==> src/rtl/fnd_pkg.sv <==
// fnd_pkg: shared segment/digit-select encodings and types for FND scan checkers.
package fnd_pkg;
   localparam logic [6:0] SEG_0     = 7'h40;
   localparam logic [6:0] SEG_1     = 7'h79;
   localparam logic [6:0] SEG_2     = 7'h24;
   localparam logic [6:0] SEG_3     = 7'h30;
   localparam logic [6:0] SEG_4     = 7'h19;
   localparam logic [6:0] SEG_5     = 7'h12;
   localparam logic [6:0] SEG_6     = 7'h02;
   localparam logic [6:0] SEG_7     = 7'h78;
   localparam logic [6:0] SEG_8     = 7'h00;
   localparam logic [6:0] SEG_9     = 7'h10;
   localparam logic [6:0] SEG_BLANK = 7'h7F;
   localparam logic [3:0] DIG_ONES  = 4'b1110;
   localparam logic [3:0] DIG_TENS  = 4'b1101;
   localparam logic [3:0] DIG_HUNDS = 4'b1011;
   localparam logic [3:0] DIG_THOUS = 4'b0111;
   typedef logic [3:0] bcd_t;
   typedef enum logic {COLLECT, EMIT} fsm_t;
   function automatic logic [13:0] bcd4_to_bin(input bcd_t d3, input bcd_t d2, input bcd_t d1, input bcd_t d0);
      return 14'(d3) * 14'd1000 + 14'(d2) * 14'd100 + 14'(d1) * 14'd10 + 14'(d0);
   endfunction
endpackage

==> src/rtl/fnd_seg_decode.sv <==
// fnd_seg_decode: active-low 7-segment pattern to BCD, flagging blank and undecodable patterns.
module fnd_seg_decode
   import fnd_pkg::*;
(
   input  logic [6:0] seg_i,
   output bcd_t       bcd_o,
   output logic       blank_o,
   output logic       invalid_o
);
   always_comb begin
      bcd_o     = '0;
      blank_o   = 1'b0;
      invalid_o = 1'b0;
      case (seg_i)
         SEG_0:     bcd_o = 4'd0;
         SEG_1:     bcd_o = 4'd1;
         SEG_2:     bcd_o = 4'd2;
         SEG_3:     bcd_o = 4'd3;
         SEG_4:     bcd_o = 4'd4;
         SEG_5:     bcd_o = 4'd5;
         SEG_6:     bcd_o = 4'd6;
         SEG_7:     bcd_o = 4'd7;
         SEG_8:     bcd_o = 4'd8;
         SEG_9:     bcd_o = 4'd9;
         SEG_BLANK: blank_o = 1'b1;
         default:   invalid_o = 1'b1;
      endcase
   end
endmodule

==> src/rtl/fnd_scan_decoder.sv <==
// fnd_scan_decoder: rebuilds the value shown on a 4-digit multiplexed FND from its scan lines.
// Define FND_SEQ_CHECK_EN to enforce ones->thousands capture order and expose seq_err.
module fnd_scan_decoder
   import fnd_pkg::*;
#(
   parameter int SETTLE_CYCLES  = 4,
   parameter int TIMEOUT_CYCLES = 400_000
) (
   input  logic        clk,
   input  logic        reset,
   input  logic [3:0]  fnd_digit,
   input  logic [7:0]  fnd_data,
   output logic [13:0] value,
   output logic [15:0] digits_bcd,
   output logic        value_valid,
   output logic        frame_err,
   output logic        timeout
`ifdef FND_SEQ_CHECK_EN
   ,output logic       seq_err
`endif
);
   localparam int TW = $clog2(TIMEOUT_CYCLES) + 1;
   localparam logic [7:0] SET_MAX = 8'(SETTLE_CYCLES);
   localparam logic [TW-1:0] TO_LAST = TW'(TIMEOUT_CYCLES - 1);
   logic [3:0] dig_q, dig_p_q, mask_q, mask_d, err_q, err_d;
   logic [7:0] dat_q, dat_p_q, stab_q, stab_d;
   logic [TW-1:0] to_q, to_d;
   bcd_t [3:0] slot_q, slot_d;
   fsm_t state_q, state_d;
   logic [13:0] value_q;
   logic [15:0] digits_q;
   logic valid_q, ferr_q, to_pulse_q, to_pulse_d;
   logic same, legal, cap, emit, to_hit, dec_blank, dec_inv;
   logic [1:0] sidx;
   bcd_t dec_bcd;
`ifdef FND_SEQ_CHECK_EN
   logic seq_q, seq_d;
   assign seq_err = seq_q;
`endif
   fnd_seg_decode u_dec (.seg_i(dat_q[6:0]), .bcd_o(dec_bcd), .blank_o(dec_blank), .invalid_o(dec_inv));
   assign same   = {dig_q, dat_q} == {dig_p_q, dat_p_q};
   assign legal  = dig_q inside {DIG_ONES, DIG_TENS, DIG_HUNDS, DIG_THOUS};
   assign sidx   = (dig_q == DIG_ONES) ? 2'd0 : (dig_q == DIG_TENS) ? 2'd1 : (dig_q == DIG_HUNDS) ? 2'd2 : 2'd3;
   assign cap    = same && legal && stab_q == SET_MAX - 8'd1;
   assign stab_d = !same ? 8'd1 : (stab_q == SET_MAX) ? stab_q : stab_q + 8'd1;
   assign emit   = state_q == EMIT;
   assign to_hit = to_q == TO_LAST;
   always_comb begin
      mask_d     = mask_q;
      err_d      = err_q;
      slot_d     = slot_q;
      to_d       = to_hit ? to_q : to_q + 1'b1;
      to_pulse_d = 1'b0;
`ifdef FND_SEQ_CHECK_EN
      seq_d      = 1'b0;
`endif
      if (emit) begin
         mask_d = '0;
         err_d  = '0;
      end else if (to_hit && mask_q != '0 && !cap) begin
         mask_d     = '0;
         err_d      = '0;
         to_pulse_d = 1'b1;
      end
      if (cap) begin
         to_d = '0;
`ifdef FND_SEQ_CHECK_EN
         // in order means every lower slot is already captured and nothing above it
         seq_d = mask_d != (4'b0001 << sidx) - 4'd1;
         if (seq_d) begin
            mask_d = '0;
            err_d  = '0;
         end
         if (!seq_d || sidx == 2'd0) begin
`else
         begin
`endif
            mask_d[sidx] = 1'b1;
            err_d[sidx]  = dec_inv;
            slot_d[sidx] = dec_blank ? 4'd0 : dec_bcd;
         end
      end
      state_d = (mask_d == 4'hF) ? EMIT : COLLECT;
   end
   always_ff @(posedge clk or posedge reset) begin
      if (reset) begin
         dig_q      <= '0;
         dig_p_q    <= '0;
         dat_q      <= '0;
         dat_p_q    <= '0;
         stab_q     <= '0;
         to_q       <= '0;
         mask_q     <= '0;
         err_q      <= '0;
         slot_q     <= '0;
         state_q    <= COLLECT;
         value_q    <= '0;
         digits_q   <= '0;
         valid_q    <= 1'b0;
         ferr_q     <= 1'b0;
         to_pulse_q <= 1'b0;
`ifdef FND_SEQ_CHECK_EN
         seq_q      <= 1'b0;
`endif
      end else begin
         dig_q      <= fnd_digit;
         dat_q      <= fnd_data;
         dig_p_q    <= dig_q;
         dat_p_q    <= dat_q;
         stab_q     <= stab_d;
         to_q       <= to_d;
         mask_q     <= mask_d;
         err_q      <= err_d;
         slot_q     <= slot_d;
         state_q    <= state_d;
         valid_q    <= emit;
         to_pulse_q <= to_pulse_d;
`ifdef FND_SEQ_CHECK_EN
         seq_q      <= seq_d;
`endif
         if (emit) begin
            value_q  <= bcd4_to_bin(slot_q[3], slot_q[2], slot_q[1], slot_q[0]);
            digits_q <= slot_q;
            ferr_q   <= |err_q;
         end
      end
   end
   assign value       = value_q;
   assign digits_bcd  = digits_q;
   assign value_valid = valid_q;
   assign frame_err   = ferr_q;
   assign timeout     = to_pulse_q;
endmodule

==> config.mk <==
export PLATFORM = sky130hd
export DESIGN_NAME = fnd_scan_decoder
export DESIGN_NICKNAME = d
export VERILOG_FILES = /design/src/rtl/fnd_pkg.sv /design/src/rtl/fnd_seg_decode.sv /design/src/rtl/fnd_scan_decoder.sv
export SDC_FILE = /design/constraint.sdc
export NUM_CORES = 1
export LEC_CHECK = 0
export CAP_MARGIN = 10
export CORE_MARGIN = 10
export CORE_UTILIZATION = 55
export CTS_CLUSTER_SIZE = 30
export DETAILED_ROUTE_END_ITERATION = 8
export PLACE_DENSITY = 0.79
export SETUP_SLACK_MARGIN = 0.4
export SLEW_MARGIN = 20
export SYNTH_ARGS = -nofsm -noshare
export SYNTH_HDL_FRONTEND = slang
export SYNTH_SLANG_ARGS = --single-unit
==> constraint.sdc <==
create_clock -name clk -period 5.2 [get_ports clk]
set_input_delay 1.04 -clock clk [delete_from_list [all_inputs] [get_ports clk]]
set_output_delay 1.04 -clock clk [all_outputs]
set_load 0.02 [all_outputs]
## After elaboration in Yosys (flattened, before gate mapping)

Index checks and enable logic that the tools add are counted.

| word-level totals | value |
|---|---|
| bits in registers | 110 |
| input bits | 14 |
| output and inout port bits | 33 |
| logic and storage cells | 87 |

| operators by class | value |
|---|---|
| $add $sub $neg | 5 |
| multiplexer cells | 26 |
| magnitude comparators | 2 |
| eq/ne operators | 21 |
| bitwise operators | 1 |
| $mul | 3 |
| reduce and logical (&&, ||, !) cells | 11 |

Operators with widths:

| operator | number |
|---|---|
| two-way mux 20 bit | 2 |
| one-hot mux 4 bit (9 select lines) | 1 |
| two-way mux 4 bit | 8 |
| equality test 7 bit (second input constant) | 4 |
| equality test 7 x 5 -> 1 bit (second input constant) | 3 |
| adder 20 x 1 -> 20 bit (second input constant) | 1 |
| equality test 20 x 19 -> 1 bit (second input constant) | 1 |
| bitwise mux 16 bit | 1 |
| equality test 4 bit (second input constant) | 4 |
| two-way mux 8 bit | 2 |
| adder 14 x 11 -> 14 bit | 1 |
| adder 14 x 4 -> 14 bit | 1 |
| adder 14 x 8 -> 14 bit | 1 |
| equality test 7 x 6 -> 1 bit (second input constant) | 2 |
| equality test 12 bit | 1 |
| multiplier 4 x 7 -> 11 bit (second input constant) | 1 |
| OR reduction 11 bit | 1 |
| multiplier 4 x 5 -> 9 bit (second input constant) | 1 |
| adder 8 x 1 -> 8 bit (second input constant) | 1 |
| demux 4 bit (select 2 bit) | 1 |
| equality test 8 x 2 -> 1 bit (second input constant) | 1 |
| equality test 8 x 3 -> 1 bit (second input constant) | 1 |
| nonzero test 4 bit | 2 |
| equality test 7 x 2 -> 1 bit (second input constant) | 1 |
| other kinds (14) | 26 |

## Depth between registers and ports, before layout

Gate-level depths: netlist of the first run.

| logic depth | value |
|---|---|
| depth in word-level cells | 12 |
| gate-level depth with buffers | 17 |
| gate-level depth less buffers | 17 |

## Hierarchy

From an unflattened synthesis of the first run, not the netlist that was laid out.

| unflattened totals | value |
|---|---|
| cells, all modules | 571 |
| area total of the unflattened synthesis | 6304.8 um^2 |

Modules (own cells, without submodules):

| module | seq. area each (um^2) | cells an instance | instances | area each (um^2) |
|---|---|---|---|---|
| fnd_scan_decoder | 2727.6 | 543 | 1 | 6113.4 |
| fnd_seg_decode | 0.0 | 28 | 1 | 191.4 |

## Worst setup path after synthesis of the first run

OpenSTA, ideal clock, no wires.

| timing path | value |
|---|---|
| path type | reg2reg |
| start | reg slot_q[13] (netlist bit) |
| end | reg value_q[13], in the netlist value[13] |
| clock period less this slack | 4.371 ns |
| arrival | 4.247 ns |
| required time | 5.075 ns |
| cell stages (with the launch flop) | 16 |
| buffers on the path | 0 |
| setup slack | 0.829 ns |
| cells stage by stage | dfrtp_1 -> fa_1 -> inv_1 -> fa_1 -> inv_1 -> ha_1 -> a21oi_1 -> xnor2_1 -> ha_1 -> ha_1 -> ha_1 -> a21o_1 -> o41ai_1 -> o21ai_0 -> xnor2_1 -> mux2_2 |

| between the ends | value |
|---|---|
| word-level cells in the longest chain between the ends | 4 |

Ends and longest elaborated chain:

| element | line | source |
|---|---|---|
| from (decl) | fnd_scan_decoder.sv:28 | `bcd_t [3:0] slot_q, slot_d;` |
| from (signal assigned) | fnd_scan_decoder.sv:114 | `slot_q <= slot_d;` |
| multiplier 4 x 7 -> 11 bit | fnd_pkg.sv:21 | `return 14'(d3) * 14'd1000 + 14'(d2) * 14'd100 + 14'(d1) * 14'd10 + 14'(d0);` |
| adder 14 x 11 -> 14 bit | fnd_pkg.sv:21 |  |
| adder 14 x 8 -> 14 bit | fnd_pkg.sv:21 |  |
| adder 14 x 4 -> 14 bit | fnd_pkg.sv:21 |  |
| to (signal assigned) | fnd_scan_decoder.sv:122 | `value_q <= bcd4_to_bin(slot_q[3], slot_q[2], slot_q[1], slot_q[0]);` |
| to (decl) | fnd_scan_decoder.sv:30 | `logic [13:0] value_q;` |

No other way between the ends.
A chain may end at the register's enable or synchronous reset.

## Worst setup path after layout of the first run

| timing path | value |
|---|---|
| start | reg slot_q[13] (netlist bit) |
| end | reg value_q[12], in the netlist value[12] |

The elaborated chain is that of the path after synthesis.

==> impl_results.md, run 1 <==
- Ys async rst share: 100%
- Inst Count DP: 735
- Hold-fix buffers, CTS: 0
- Antenna violations before repair: 0
- Setup crit end kind: register
- Final setup vio count: 0
- Synth Net Count: 648
- Leakage power: 3.53 nW
- Die W: 127 um
- CP cell instances: fa_2, inv_1, fa_1, inv_1, ha_1, a21oi_1, xnor2_1, ha_1, ha_1, ha_1, a21o_1, nor3_1, o211ai_1, a31oi_1, xnor2_1, mux2_2
- Root Driver: clkbuf_16
- Core area: 11000 um2
- Clk sink count: 109
- Placer Congestion: 0.803
- Slew HR: 29.8%
- Routed WL: 12400 um
- Clock skew: 0.00892 ns
- Worst path bufs/invs: 2
- CTS HTree Levels: 3
- Worst slew pin tran: 1.05 ns
- Crit path max fanout: 7
- CP Data Arrival Time: 4.80 ns
- Gr usage total: 15.7%
- Register area share after synthesis: 43.7%
- Syn-to-layout area delta: 14.1%
- Peak VDD IR: 0.163 mV
- Drt pass-1 iters: 4
- Cells after Synth: 564
- Worst-path clk slew: 0.08 ns
- Cell Count, Final, Fillers Out: 750
- Antenna-violating nets left: 0
- Hold Path Class: reg2reg
- Reg2reg start: slot_q[13]
- Via/cell ratio: 5.61
- Startpoint Class: register
- Status: completed
- Gate family responsible for the most delay along the worst path: adder cells
- First-pass GRT wire length: 21200 um
- Antenna cells: 0
- Share of layout cells above drive strength 1: 11.8%
- Syn Area/Cell: 11.1 um2
- Initial DRC Count: 319
- Crit path from: slot_q[13]
- CP most frequent cell: ha_1
- I/O Buffers: 46
- Vias in the first global route: 4267
- Slew Limit Fails: 0
- Final net count: 690
- GRT Residual Overflow: 0
- Synthesized cell area: 6240 um2
- Routed WL per cell: 16.5 um
- Synth cell types: 58
- Maximum clock path buffer count: 2
- DRC: 0
- Die height: 127 um
- I/O pin count: 47
- Critical path class: reg2reg
- Unrepaired setup endpoints after global routing: false
- Max-cap viol count: 0
- F_max: 219 MHz
- Max incr delay on CP: 0.62 ns
- Fillers: 817
- Post-CTS setup buffers: 0
- Via count: 4210
- Pwr Density: 227 nW/um2
- CTS tree: built
- Fin crit period: 4.56 ns
- Initial Util: 56.9%
- Skew-Pair Late Insertion Delay: 0.35 ns
- Total Power: 1.62 mW
- Post-synth EDFFs: 0
- Worst hold start: dat_q[7]
- #FFs+latches synth: 109
- Tcrit/Tclk final: 87.6%
- Pin count of the biggest net entering global routing: 77
- Total CTS buffers: 9
- Synth warnings: 0
- Final Hold Viols: 0
- Row Count: 38
- DP Wirelength: 8930 um
- Most used flip-flop cell after synthesis: dfrtp_1
- CP max stage cell: fa_2
- CP required: 5.44 ns
- Setup Total Neg Slack: 0 ns
- Die Area: 16000 um2
[per-stage QoR]
step / hold slack [ns] / worst slack, ns / area, um2 / utilization, %
2_1_floorplan: 0.349 / 0.829 / 6240 / -
3_3_place_gp: 0.382 / 0.619 / 6810 / 62.0
3_5_place_dp: 0.394 / 0.456 / 6810 / 62.0
4_1_cts: 0.402 / 0.439 / 7100 / 64.6
5_1_grt: 0.420 / 0.395 / 7120 / 64.9
6_report: 0.398 / 0.643 / 7120 / 64.9
[per-layer routing]
layer / part of all wire (%) / global-route usage, % / routed length (um)
met5: 0 / 0 / 0
met4: 2.1 / 6.50 / 256
met3: 4.1 / 2.96 / 509
met2: 48 / 24.5 / 5880
met1: 46 / 20.9 / 5720
[worst paths after layout]
kind / depth (start not counted) / slack [ns] / end
hold reg to reg: 0 / 0.40 / dat_p_q[7]
setup / recovery: 16 / 0.64 / value[12]
min in group asynchronous: 2 / 1.22 / stab_q[7]
hold / removal: 0 / 0.40 / dat_p_q[7]
max in group asynchronous: 3 / 3.02 / value[13]
setup reg to reg: 16 / 0.64 / value[12]
[cell usage after synthesis (5+ instances only)]
library cell / count / area [um2]
xnor2_1: 24 / 210
a21o_1: 7 / 52.6
clkbuf_1: 7 / 26.3
ha_1: 53 / 663
a21oi_1: 19 / 95.1
dfrtp_1: 109 / 2730
nand4_1: 8 / 50.1
nand2_1: 27 / 101
nor4_1: 5 / 31.3
nand3_1: 12 / 60.1
xor2_1: 28 / 245
nor3_1: 9 / 45.0
or3_1: 8 / 50.1
mux2_2: 38 / 428
and3_1: 6 / 37.5
fa_1: 17 / 340
nor2b_1: 5 / 31.3
o21ai_0: 14 / 70.1
inv_1: 57 / 214
nor2_1: 41 / 154
[registers in the layout (all words and copies together), names as in the netlist]
name,count
dig_p_q,4
digits_bcd,15
value,14
dat_q,8
mask_q,4
to_q,20
stab_q,8
timeout,1
err_q,4
dig_q,4
dat_p_q,8
emit,1
slot_q,16
frame_err,1
value_valid,1
[power by group]
group | total (mW) | switching (mW) | internal (mW)
Combinational | 0.0518 | 0.0316 | 0.0202
Clock | 0.694 | 0.317 | 0.377
Sequential | 0.870 | 0.0139 | 0.856
[cells in the final DEF (no fill, tap or decap), drive strengths merged, types with 4 or more instances in the layout]
master,netlist,final
clkdlybuf4s50,0,46
ha,53,53
nor4,10,10
clkbuf,7,11
a21oi,19,19
a211oi,4,4
a31o,4,4
dfrtp,109,109
fa,17,17
a21o,7,7
o21ai,16,16
and3,6,6
mux2,38,38
inv,57,59
nand4,8,8
nor2,41,41
or3,8,8
xnor2,24,24
nand3,13,13
nor2b,5,5
nor3,9,9
xor2,28,28
nand2,27,27
[logic make-up (layout without fill, tap and decap cells)]
kind of cell             after synthesis  in the layout  share of synthesized area [%]
AO/OA/AOI/OAI                         75             75                           8.05
flip-flops                           109            109                           43.7
adder cells (fa/ha/maj)               70             70                           16.1
multiplexers                          40             40                           7.17
XOR/XNOR                              52             52                           7.29
buffers and inverters                 75            121                           5.01
AND/OR/NAND/NOR                      143            143                           12.7
[what timing repair did]
item	4_1_cts	5_1_grt
endpoints found under the hold margin	0	0
setup endpoints to repair	0	2
resized for setup	0	7
[final cells by class]
| cell class | count | area (um2) | area share, % |
|---|---|---|---|
| Clock buffer | 11 | 233 | 3.27 |
| Tap cell | 140 | 175 | 2.46 |
| Inverter | 57 | 216 | 3.04 |
| Timing Repair Buffer | 49 | 483 | 6.78 |
| Sequential cell | 109 | 2730 | 38.3 |
| Multi-Input combinational cell | 380 | 3230 | 45.3 |
| Clock inverter | 4 | 57.6 | 0.808 |
No activity file was read; power rests on OpenSTA's default activity.
==> run 2: changes to the inputs <==
- CORE_UTILIZATION: 55 -> 35
- PLACE_DENSITY: 0.79 -> 0.55
==> run 2 against run 1 <==
Sequential share of layout area down 0.72 points. First-iteration DRC count is 30% lower. Routed wire length up 5.8%. Sequential power about the same. Sequential cell count unchanged. Largest power group unchanged.
==> impl_results.md, run 2 (same netlist as run 1, synthesis figures left out) <==
- Status: completed
- Clock skew: 0.0108 ns (+0.00185 ns)
- Worst reg-to-reg path cell count: 17 (+1)
- Routed WL: 13100 um (+5.8%)
- Post-layout util: 41.7% (-23 points)
- I/O pin count: 47 (unchanged)
- Row Count: 48 (+26%)
- First-pass GRT wire length: 22500 um (+6.3%)
- F_max: 218 MHz (-0.73%)
- Final Hold Viols: 0 (unchanged)
- Pin count of the biggest net entering global routing: 87 (+13%)
- Crit path from: slot_q[13]
- Drt pass-1 iters: 4 (unchanged)
- Via count: 4124 (-2.0%)
- Worst-path clk slew: 0.08 ns (about the same)
- I/O Buffers: 46 (unchanged)
- Final net count: 689 (-0.14%)
- Core area: 17400 um2 (+59%)
- Max reg flops: 20 (unchanged)
- Setup Total Neg Slack: 0 ns (unchanged)
- Antenna violations before repair: 0 (unchanged)
- Via/cell ratio: 4.94 (-12%)
- Antenna cells: 0 (unchanged)
- Leakage power: 3.54 nW (+0.47%)
- Post-CTS setup buffers: 0 (unchanged)
- Hold depth: 0 (unchanged)
- Routed WL per cell: 15.7 um (-4.9%)
- Commonest non-fill, non-tap cell in the layout: dfrtp_1
- Most frequent cells in the layout: 107 x dfrtp_1, 56 x inv_1, 53 x ha_1
- CTS tree: built
- Slew HR: 32.8% (+3.0 points)
- Initial DRC Count: 222 (-30%)
- Total CTS buffers: 9 (unchanged)
- Slew Limit Fails: 0 (unchanged)
- DRC: 0 (unchanged)
- Placer Congestion: 0.827 (+3.0%)
- Gr usage total: 11.4% (-4.3 points)
- Max-cap viol count: 0 (unchanged)
- Fin crit period: 4.59 ns (+0.0333 ns)
- Hold Path Class: reg2reg
- Initial Util: 35.9% (-21 points)
- CP required: 5.44 ns (about the same)
- Maximum clock path buffer count: 2 (unchanged)
- DP Wirelength: 9550 um (+7.0%)
- CP endpoint: value[13]
- Clk sink count: 109 (unchanged)
- GRT Residual Overflow: 0 (unchanged)
- R2r setup slk: 0.61 ns (-0.03 ns)
- Syn-to-layout area delta: 16.3%
- Antenna-violating nets left: 0 (unchanged)
- Pwr Density: 234 nW/um2 (+3.2%)
- CP Data Arrival Time: 4.83 ns (+0.03 ns)
- Fillers: 1625 (+99%)
- Biggest register: to_q
- Startpoint Class: register
- Die W: 154 um (+21%)
- Worst r2r dst: value[13]
- Share of layout cells above drive strength 1: 12.3% (+0.49 points)
- Setup crit end kind: register
- Critical path class: reg2reg
- Final setup vio count: 0 (unchanged)
- Skew-Pair Late Insertion Delay: 0.36 ns (about the same)
- Crit path max fanout: 7 (unchanged)
- Root Driver: clkbuf_16
- Tcrit/Tclk final: 88.3% (+0.64 points)
- Worst slew pin tran: 1.01 ns (-0.0386 ns)
- Reg2reg start: slot_q[13]
- Peak VDD IR: 0.164 mV (+0.50%)
- CTS HTree Levels: 3 (unchanged)
- Unrepaired setup endpoints after global routing: false
- Die Area: 23600 um2 (+47%)
- Die height: 154 um (+21%)
- Vias in the first global route: 4412 (+3.4%)
## run 2: changes by cell type in the layout (fill, tap and decap cells not counted), sizes merged
cell	previous run	this run
clkbuf	11	9
bufinv	1	2
buf	3	2
clkinv	0	3
clkinvlp	1	0
## run 2: per-stage QoR
step	std cells	hold WS (ns)	instance area, um2	total power, mW	setup slack, ns
finish	835	0.405	7260	1.70	0.610
global route	835	0.422	7260	1.77	0.410
CTS	835	0.411	7240	1.73	0.436
detailed placement	819	0.393	6910	0.941	0.467
global placement	819	0.383	6910	0.938	0.588
floorplan	564	0.349	6240	0.922	0.829
## run 2: repair_timing
action | in CTS | in global routing
hold buffers | 0 | 0
gates resized for setup | 0 | 5
setup endpoints to repair | 0 | 2
## run 2: layer usage
metal | GRT usage [%] | vias up | share of wire [%]
met2 | 17.2 | 64 | 45
met1 | 15.7 | 2019 | 50
met3 | 1.95 | 22 | 2.5
met4 | 4.86 | 0 | 2.2
met5 | 0 | - | 0
li1 | - | 2019 | -
## run 2: critical path, cell delays in order (launching register included)
cell and delay (ns):
dfrtp_2 0.47, fa_1 0.61, inv_1 0.10, fa_1 0.50, inv_1 0.04, ha_1 0.34, a21o_1 0.17, a21oi_1 0.24
xnor2_1 0.16, ha_1 0.26, ha_1 0.31, ha_1 0.33, nor2_1 0.06, a21oi_1 0.23, o41ai_2 0.14, o21ai_1 0.18
xnor2_1 0.08, mux2_2 0.26
## run 2: worst min path at each step
| stage | startpoint | endpoint |
|---|---|---|
| after global placement | dat_q[7] | dat_p_q[7] |
| final | dat_q[7] | dat_p_q[7] |
| after global routing | dat_q[7] | dat_p_q[7] |
| after CTS | dat_q[7] | dat_p_q[7] |
| after detailed placement | dat_q[7] | dat_p_q[7] |
| after floorplan | dig_q[0] | dig_p_q[0] |
## run 2: layout make-up
| class | instances | area (um2) | area share, % |
|---|---|---|---|
| Timing Repair Buffer | 48 | 475 | 6.55 |
| Multi-Input combinational cell | 380 | 3220 | 44.4 |
| Sequential cell | 109 | 2730 | 37.6 |
| Clock inverter | 7 | 105 | 1.45 |
| Clock buffer | 9 | 225 | 3.10 |
| Tap cell | 225 | 282 | 3.88 |
| Inverter | 57 | 219 | 3.02 |
## run 2: report_power, final
part	switching [mW]	internal, mW	total [mW]	leakage (nW)
Clock	0.347	0.431	0.777	0.163
Combinational	0.0317	0.0202	0.0520	1.93
Sequential	0.0134	0.856	0.870	1.44
Total	0.392	1.31	1.70	3.54
==> run 3: changes to the inputs <==
- ABC_AREA: default -> 0
==> results of run 3 <==
No change in the layout: final DEF, timing and power equal those of run 2.
